$ cat config.mk
export PLATFORM = sky130hd
export DESIGN_NAME = odi_buffer
export DESIGN_NICKNAME = d
export VERILOG_FILES = /design/src/rtl/sharp_pkg.sv /design/src/rtl/odi_fifo_mem.sv /design/src/rtl/odi_buffer.sv
export SDC_FILE = /design/constraint.sdc
export NUM_CORES = 1
export LEC_CHECK = 0
export ABC_AREA = 1
export ABC_CLOCK_PERIOD_IN_PS = 4280
export CAP_MARGIN = 20
export CORE_UTILIZATION = 58
export CTS_CLUSTER_DIAMETER = 50
export CTS_CLUSTER_SIZE = 14
export DETAILED_ROUTE_END_ITERATION = 6
export PLACE_DENSITY = 0.94
export REMOVE_ABC_BUFFERS = 1
export SYNTH_ARGS = -nofsm -noshare
export SYNTH_HDL_FRONTEND = slang
export SYNTH_SLANG_ARGS = --single-unit
$ cat constraint.sdc
create_clock -name CLK -period 4.28 [get_ports CLK]
set_input_delay 0.856 -clock CLK [delete_from_list [all_inputs] [get_ports CLK]]
set_output_delay 0.856 -clock CLK [all_outputs]
set_load 0.05 [all_outputs]
$ cat src/rtl/sharp_pkg.sv
// Shared definitions for the image-sharpening extension: word width, buffer depth
// and a constant-foldable ceiling-log2 helper.
package sharp_pkg;

  localparam int unsigned SHARP_WIDTH = 16;
  localparam int unsigned ODI_DEPTH   = 4;

  typedef logic [SHARP_WIDTH-1:0] pixel_t;

  function automatic int unsigned clog2(input int unsigned n);
    int unsigned r;
    r = 0;
    while ((64'd1 << r) < 64'(n)) begin
      r = r + 1;
    end
    return r;
  endfunction

endpackage

$ cat src/rtl/odi_fifo_mem.sv
// DEPTH x WIDTH register array: one synchronous write port and one combinational
// read port. The array has no reset.
module odi_fifo_mem
  import sharp_pkg::*;
#(
  parameter int unsigned WIDTH = SHARP_WIDTH,
  parameter int unsigned DEPTH = ODI_DEPTH,
  parameter int unsigned PtrW  = clog2(DEPTH)
) (
  input  logic             i_clk,
  input  logic             i_we,
  input  logic [PtrW-1:0]  i_waddr,
  input  logic [WIDTH-1:0] i_wdata,
  input  logic [PtrW-1:0]  i_raddr,
  output logic [WIDTH-1:0] o_rdata
);

  logic [WIDTH-1:0] r_mem [DEPTH];

  always_ff @(posedge i_clk) begin
    if (i_we) begin
      r_mem[i_waddr] <= i_wdata;
    end
  end

  assign o_rdata = r_mem[i_raddr];

endmodule

$ cat src/rtl/odi_buffer.sv
// Return-path FIFO between the sharpening datapath and the DLX read mux.
// Handshake flags are decoded from the stored count only, so no input reaches an output.
module odi_buffer
  import sharp_pkg::*;
#(
  parameter int unsigned WIDTH = SHARP_WIDTH,
  parameter int unsigned DEPTH = ODI_DEPTH
) (
  input  logic                    CLK,
  input  logic                    RESET,
  input  logic [WIDTH-1:0]        IN_DATA,
  input  logic                    IN_VALID,
  output logic                    IN_READY,
  output logic [WIDTH-1:0]        OUT_DATA,
  output logic                    OUT_VALID,
  input  logic                    OUT_READ,
  output logic [clog2(DEPTH):0]   COUNT,
  output logic                    UNDERFLOW,
  input  logic                    CLR_ERR
);

  localparam int unsigned PtrW = clog2(DEPTH);
  localparam int unsigned CntW = PtrW + 1;

  logic [PtrW-1:0] r_wptr;
  logic [PtrW-1:0] r_rptr;
  logic [CntW-1:0] r_count;
  logic            r_underflow;

  logic [PtrW-1:0] w_wptr_d;
  logic [PtrW-1:0] w_rptr_d;
  logic [CntW-1:0] w_count_d;
  logic            w_underflow_d;
  logic            w_full;
  logic            w_empty;
  logic            w_push;
  logic            w_pop;
  logic            w_uf_set;

  assign w_full   = (r_count == CntW'(DEPTH));
  assign w_empty  = (r_count == '0);
  assign w_push   = IN_VALID & ~w_full;
  assign w_pop    = OUT_READ & ~w_empty;
  assign w_uf_set = OUT_READ & w_empty;

  always_comb begin
    w_wptr_d      = r_wptr;
    w_rptr_d      = r_rptr;
    w_count_d     = r_count;
    w_underflow_d = r_underflow;
    // DEPTH is a power of two, so the pointers wrap on plain overflow
    if (w_push) begin
      w_wptr_d = r_wptr + PtrW'(1);
    end
    if (w_pop) begin
      w_rptr_d = r_rptr + PtrW'(1);
    end
    unique case ({w_push, w_pop})
      2'b10:   w_count_d = r_count + CntW'(1);
      2'b01:   w_count_d = r_count - CntW'(1);
      default: w_count_d = r_count;
    endcase
    // A set in the same cycle as a clear takes priority
    if (w_uf_set) begin
      w_underflow_d = 1'b1;
    end else if (CLR_ERR) begin
      w_underflow_d = 1'b0;
    end
  end

  always_ff @(posedge CLK or posedge RESET) begin
    if (RESET) begin
      r_wptr      <= '0;
      r_rptr      <= '0;
      r_count     <= '0;
      r_underflow <= 1'b0;
    end else begin
      r_wptr      <= w_wptr_d;
      r_rptr      <= w_rptr_d;
      r_count     <= w_count_d;
      r_underflow <= w_underflow_d;
    end
  end

  odi_fifo_mem #(
    .WIDTH (WIDTH),
    .DEPTH (DEPTH),
    .PtrW  (PtrW)
  ) u_mem (
    .i_clk   (CLK),
    .i_we    (w_push),
    .i_waddr (r_wptr),
    .i_wdata (IN_DATA),
    .i_raddr (r_rptr),
    .o_rdata (OUT_DATA)
  );

  assign IN_READY  = ~w_full;
  assign OUT_VALID = ~w_empty;
  assign COUNT     = r_count;
  assign UNDERFLOW = r_underflow;

endmodule

[Word level (Yosys, flattened, before mapping)]
Memory sizes are Yosys's and may differ from the RTL's.
Cells that the tools add are included.
Word-level totals
  register bits: 8
  RAM bits: 64
  input bits: 21
  output and inout bits: 22
  logic and storage cells: 25
  memories kept: 1
Operators by class
  add/subtract/negate cells: 4
  equality and inequality tests: 3
  mux-type cells: 5
  bitwise gates (word level): 5
  reduce and logical (&&, ||, !) cells: 3
Memory list
  u_mem.r_mem: words 4, width 16, read ports 1, clocked after memory_dff 0, wr ports 1, RTL line odi_fifo_mem.sv:18  | logic [WIDTH-1:0] r_mem [DEPTH];
Operators by type and width (count)
  3-bit one-hot mux with 2 select lines: 1
  2-bit by 1-bit adder with 2-bit output (second input constant): 2
  1-bit 2-to-1 mux: 4
  2-bit nonzero test: 2
  3-bit by 1-bit adder with 3-bit output (second input constant): 1
  1-bit bitwise AND: 3
  3-bit == test (second input constant): 1
  3-bit zero test: 1
  3-bit by 1-bit subtractor with 3-bit output (second input constant): 1
  2-bit by 1-bit == test with 1-bit output (second input constant): 1
  2-bit == test (second input constant): 1
  1-bit NOT: 2

[Longest topological paths before layout]
Gate-level depths: netlist of the first run.
  depth in word-level cells: 5
  gate-level depth with buffers: 12

[Cells and area by module]
Synthesis of the first run repeated with hierarchy kept, for this count alone.
Second synthesis, totals
  cells, all modules: 316
  area, all modules: 3206.8 um^2
By module, submodules not included
  odi_fifo_mem: instances 1, cells each 259, area each 2758.9 um^2
  odi_buffer: instances 1, cells each 57, area each 447.9 um^2

[Worst setup path before layout of the first run]
OpenSTA, ideal clock, no wires.
  path kind: flip-flop to flip-flop
  start point: register r_count[1], in the netlist COUNT[1]
  end point: memory u_mem.r_mem[0][0] (netlist bit), enable pin
  setup time: 0.389 ns
  arrival time: 2.301 ns
  slack: 1.590 ns
  stages on the path, launching flop included: 5
  period minus slack after synthesis: 2.690 ns
  path through: dfrtp_1 -> inv_1 -> nand3_1 -> nand2_1 -> nor2_1
Between the ends
  cells in the longest elaborated chain, start to end: 5
Ends and longest elaborated chain
  from (decl): RTL line odi_buffer.sv:27  | logic [CntW-1:0] r_count;
  from (signal assigned): RTL line odi_buffer.sv:80  | r_count <= w_count_d;
  3-bit == test: RTL line odi_buffer.sv:40  | assign w_full = (r_count == CntW'(DEPTH));
  1-bit NOT
  net IN_READY: RTL line odi_buffer.sv:13  | output logic IN_READY,
  1-bit bitwise AND: RTL line odi_buffer.sv:42  | assign w_push = IN_VALID & ~w_full;
  1-bit 2-to-1 mux: RTL line odi_fifo_mem.sv:21  | if (i_we) begin
  1-bit 2-to-1 mux (not written as such): RTL line odi_fifo_mem.sv:22  | r_mem[i_waddr] <= i_wdata;
  to (decl): RTL line odi_fifo_mem.sv:18
The timed path passes the listed nets, and every way through them passes these cells.

[Final worst setup path of the first run]
  start point: register r_rptr[0]
  end point: output port OUT_DATA[7]
Between the ends
  cells in the longest elaborated chain, start to end: 1
Ends and longest elaborated chain
  from (decl): RTL line odi_buffer.sv:26  | logic [PtrW-1:0] r_rptr;
  from (signal assigned): RTL line odi_buffer.sv:79  | r_rptr <= w_rptr_d;
  memory 4 x 16 bit
  to (decl): RTL line odi_buffer.sv:14  | output logic [WIDTH-1:0] OUT_DATA,
Every way passes these cells.

==> results of run 1 <==
flip-flops by register name (all words and copies together) (netlist names):
| signal | flops |
|---|---|
| UNDERFLOW | 1 |
| u_mem.r_mem | 64 |
| r_rptr | 2 |
| COUNT | 3 |
| r_wptr | 2 |
critical path, cell delays in order, from the launching register on:
cell	delay, ps
dfrtp_1	400
inv_2	710
o211ai_1	180
nand2_1	140
clkdlybuf4s50_1	810
cells in the final DEF, fill, tap and decap left out, drive strengths merged, types with 5 or more instances in the layout:
cell type / netlist / final
nand2: 65 / 65
o211ai: 32 / 32
clkbuf: 1 / 9
nand3: 7 / 7
clkdlybuf4s50: 0 / 42
inv: 51 / 51
edfxtp: 64 / 64
ha: 5 / 5
dfrtp: 8 / 8
cell families (layout without fill, tap and decap cells):
family                     Yosys count  after routing  share of synthesized area, %
adders and majority gates            6              6                          2.70
and+or+nand+nor                     77             77                          9.82
AOI/OAI and AO/OA                   34             34                          8.55
buffers and inverters               61            113                          9.25
xor gates and xnor gates             1              1                         0.286
DFF                                 72             72                          69.4
cell type report:
| cell class | instances | share of cell area [%] |
|---|---|---|
| clock inverters | 7 | 1.06 |
| well taps | 70 | 2.39 |
| flip-flops and latches | 72 | 57.9 |
| inverters | 51 | 5.22 |
| clock buffers | 9 | 3.38 |
| multi-input cells | 118 | 17.8 |
| repair buffers | 46 | 12.3 |
where the power goes:
group / internal, mW / switching, mW / leakage (nW)
Combinational: 0.437 / 0.969 / 0.739
Sequential: 0.935 / 0.0840 / 0.684
Clock: 0.203 / 0.234 / 0.0738
Total: 1.57 / 1.29 / 1.50
worst paths after layout:
| path | startpoint | to | depth (start not counted) |
|---|---|---|---|
| setup reg to reg | COUNT[1] | u_mem.r_mem[3][14] | 5 |
| hold reg to reg | COUNT[0] | COUNT[0] | 1 |
| min in group asynchronous | RESET | UNDERFLOW | 2 |
| setup / recovery | r_rptr[0] | OUT_DATA[7] | 4 |
| hold / removal | COUNT[0] | COUNT[0] | 1 |
| max in group asynchronous | RESET | r_wptr[1] | 2 |
metal layers:
metal / track usage (%) / routed length (um)
met1: 26.6 / 2180
met5: 0 / 0
met4: 9.01 / 66
met2: 36.3 / 2810
met3: 6.29 / 265
==> impl_metrics.ini, run 1 <==
[cts]
post_cts_buffers = 0
root_buffer = clkbuf_8
cts_resized = 0
cts.sinks = 72
cts_tree = done
cts.clk_slew.worst_paths_ps = 70
clock_tree.buffer_depth = 2
cts-buffers-inserted = 9
clk_latency_ps = 330
htreeDepth = 3
postCtsHoldBufs = 0

[sta]
hold_ws_ps = 507
fin_tns_setup_ps = 0
worstMarginPinSlew_ps = 975
rsz0062_at_grt = no
setup_viol = 0
skew_ps = 3.38
finalHoldViolations = 0
slew_headroom_pct = 34.9
fin_ws_ps = 838
fin_crit_sh_pct = 80.4
fmax_ghz = 0.290
min_period_ps = 3440
maxSlewViolCount = 0

[drt]
drtAntennaViolNets = 0
dr_total_vias = 1902
avgRoutedWirePerCell_um = 14.3
totalWireLength_mm = 5.33
drtIter0Drc = 100
dr.pass1.iters = 6
viasPerCell = 5.10
route.detailed.drc = 1

[job]
timing.max_cap.violations = 0

[global_routing]
grt.overflow.total = 0
antenna_found_initial = 0
grt_pass1_wl_mm = 8.46
grt_max_degree = 66
grt_usage_pct = 21.7
grt_pass1_vias = 1808

[cells_and_area]
antenna_cells = 0
drive_above_1_share_pct = 6.93
area_delta_synth_final_pct = 19.9
design_area_um2 = 3670
stdcell_count = 373
register_area_um2 = 2120
fillers = 336
utilization_pct = 71.8
multi_input_area_um2 = 653
fin_nets = 325

[logic_synthesis]
synth_top_area_cell = edfxtp_1
ys_seq_area_share_pct = 69.4
ys_types = 19
synthTopCellsByArea = edfxtp_1 63%, nand2_1 8.0%, o211ai_1 7.4%
synthArstFlopShare_pct = 11.1
synth.most_common_cell = nand2_1
synth-seq-cells = 72
synth.avg_cell_area_um2 = 12.2
synth_commonest_cells = 65 x nand2_1, 64 x edfxtp_1, 49 x inv_1
synthFlopType = edfxtp_1
synth_edf_count = 64
netlist_instances = 251
yosys_warnings = 0
netlist_area_um2 = 3060
yosysTopAreaCellShare_pct = 62.8

[place]
place_ws_ps = 1210
place_congestion = 0.750
port_buffers = 42
hpwl_mm = 3.40
place_area_um2 = 3500
dp_cells = 357

[critical_path]
crit_path_start_kind = register
crit_arrival_ps = 2590
endpoint_kind = primary output
rrSetupSlack_ps = 2110
path_class = reg -> out
cp.required_ps = 3420
cp_max_fo = 65

[status]
status = complete, but fails checks
violations = design-rule violations

[floorplan]
fp.dieH_um = 74.6
io_pins = 43
fp.dieArea_um2 = 5570
num_rows = 26
core_area_um2 = 5110
start_util_pct = 59.9
die_w_um = 74.6

[power_and_ir_drop]
p_leak_nw = 1.50
power.density_nw_per_um2 = 780
vdd_drop_max_mv = 0.734
power_mw = 2.86

[min_path]
min_path_type = reg -> reg
No activity file was read; power rests on OpenSTA's default activity.
==> run 2, diff against run 1 <==
--- a/config.mk
+++ b/config.mk
@@ -6,13 +6,13 @@
 export NUM_CORES = 1
 export LEC_CHECK = 0
 export ABC_AREA = 1
-export ABC_CLOCK_PERIOD_IN_PS = 4280
+export ABC_CLOCK_PERIOD_IN_PS = 3300
 export CAP_MARGIN = 20
-export CORE_UTILIZATION = 58
+export CORE_UTILIZATION = 54
 export CTS_CLUSTER_DIAMETER = 50
 export CTS_CLUSTER_SIZE = 14
 export DETAILED_ROUTE_END_ITERATION = 6
-export PLACE_DENSITY = 0.94
+export PLACE_DENSITY = 0.89
 export REMOVE_ABC_BUFFERS = 1
 export SYNTH_ARGS = -nofsm -noshare
 export SYNTH_HDL_FRONTEND = slang
==> constraint.sdc (replaced) <==
create_clock -name CLK -period 3.3 [get_ports CLK]
set_input_delay 0.66 -clock CLK [delete_from_list [all_inputs] [get_ports CLK]]
set_output_delay 0.66 -clock CLK [all_outputs]
set_load 0.05 [all_outputs]
==> run 2 against run 1 <==
Total power rose by 35%. Die area increased by 7.2%. Critical path depth grew 1. Critical path type unchanged. Count of clock-buffer cells in the layout is the same. The run now ends clean. Critical endpoint is now OUT_DATA[9]. Largest power group unchanged. Core utilization is 3.4 points lower. Sequential share of layout area shrank 1.2 points. Routed wire length up 3.5%.
==> impl_metrics.ini, run 2 (synthesis gave the netlist of run 1 again) <==
[cells_and_area]
design_area_um2 = 3740
drive_above_1_share_pct = 8.77
fillers = 400
register_area_um2 = 2120
area_delta_synth_final_pct = 22.4
fin_nets = 330
final_cell_mix = 65 x nand2_1, 64 x edfxtp_1, 49 x inv_1
antenna_cells = 0
largest_register_ffs = 64
final_common_cell = nand2_1
multi_input_area_um2 = 653
largest-register = u_mem.r_mem

[critical_path]
cp.required_ps = 2640
cp_top_family = buffers and inverters
crit_arrival_ps = 2420
path_class = reg -> out
endpoint_kind = primary output
crit_chain = inv_2 > buf_4 > o211ai_1 > nand2_1 > clkdlybuf4s50_1
crit_path_start_kind = register
cp_max_fo = 26
cpPeakStageDelay_ps = 800
path_buf_inv = 3
rrSetupSlack_ps = 1290
crit_slowest_cell = clkdlybuf4s50_1

[place]
place_congestion = 0.753
port_buffers = 42
place_area_um2 = 3560
hpwl_mm = 3.62

[global_routing]
grt_pass1_wl_mm = 9.16
antenna_found_initial = 0
grt_usage_pct = 21.2
grt_pass1_vias = 1921
grt_max_degree = 30
grt.overflow.total = 0

[power_and_ir_drop]
vdd_drop_max_mv = 0.645
p_leak_nw = 1.54
power.density_nw_per_um2 = 1030

[sta]
setup_viol = 0
skew_ps = 6.34
min_period_ps = 3080
hold_ws_ps = 506
worstMarginPinSlew_ps = 512
slew_headroom_pct = 65.8
fmax_ghz = 0.325
maxSlewViolCount = 0
fin_tns_setup_ps = 0
rsz0062_at_grt = no
finalHoldViolations = 0
fin_crit_sh_pct = 93.3

[job]
timing.max_cap.violations = 0

[floorplan]
fp.dieH_um = 77.3
io_pins = 43
num_rows = 27
fp.dieArea_um2 = 5970
start_util_pct = 55.9
die_w_um = 77.3
core_area_um2 = 5470

[cts]
cts_resized = 0
cts.clk_slew.worst_paths_ps = 70
cts.sinks = 72
postCtsHoldBufs = 0
clock_tree.buffer_depth = 2
cts_tree = done
htreeDepth = 3
clk_latency_ps = 340
post_cts_buffers = 0
root_buffer = clkbuf_8
cts-buffers-inserted = 9

[drt]
viasPerCell = 5.01
totalWireLength_mm = 5.51
dr_total_vias = 1903
route.detailed.drc = 0
avgRoutedWirePerCell_um = 14.5
dr.pass1.iters = 4
drtIter0Drc = 135
drtAntennaViolNets = 0

[status]
status = complete, no violations

[min_path]
min_path_type = reg -> reg
## run 2: changes by cell type in the layout (fill, tap and decap cells not counted)
cell        before  now
clkinvlp_4       3    2
buf_4            4    8
bufinv_16        0    1
clkinv_1         3    2
buf_12           0    1
clkinv_2         1    2
## run 2: area by class of cell
type                       instances  area share, %
clock buffer                       9           3.31
clock inverter                     7           1.67
inverter                          51           5.11
multi-input combinational        118           17.4
sequential                        72           56.7
tap                               72           2.41
timing repair buffer              51           13.4
## run 2: worst paths after layout
| kind | from | cells after the start | end |
|---|---|---|---|
| max reg2reg | COUNT[1] | 10 | COUNT[2] |
| max in group asynchronous | RESET | 2 | r_wptr[1] |
| min in group asynchronous | RESET | 2 | COUNT[1] |
| max | r_rptr[0] | 5 | OUT_DATA[9] |
| min reg2reg | COUNT[0] | 1 | COUNT[0] |
| min | COUNT[0] | 1 | COUNT[0] |
## run 2: stage by stage
stage          util (%)  worst slack, ps  cells  power [mW]
2_1_floorplan         -              610    241        2.57
3_3_place_gp       65.0              678    364        3.16
3_5_place_dp       65.0              618    364        3.22
4_1_cts            68.4              215    380        3.88
5_1_grt            68.4              131    380        4.07
6_report           68.4              221    380        3.86
## run 2: per-layer routing
metal,wire length (um),GRT usage (%),vias to the layer above
li1,-,-,946
met1,2320,24.7,896
met2,2840,35.2,48
met3,212,6.31,13
met4,142,11.3,0
met5,0,0,-
## run 2: report_power, final
part | internal, mW | switching, mW | total (mW) | leakage (nW)
Clock | 0.341 | 0.321 | 0.662 | 0.0901
Combinational | 0.606 | 1.29 | 1.90 | 0.769
Sequential | 1.21 | 0.0919 | 1.30 | 0.684
Total | 2.16 | 1.70 | 3.86 | 1.54
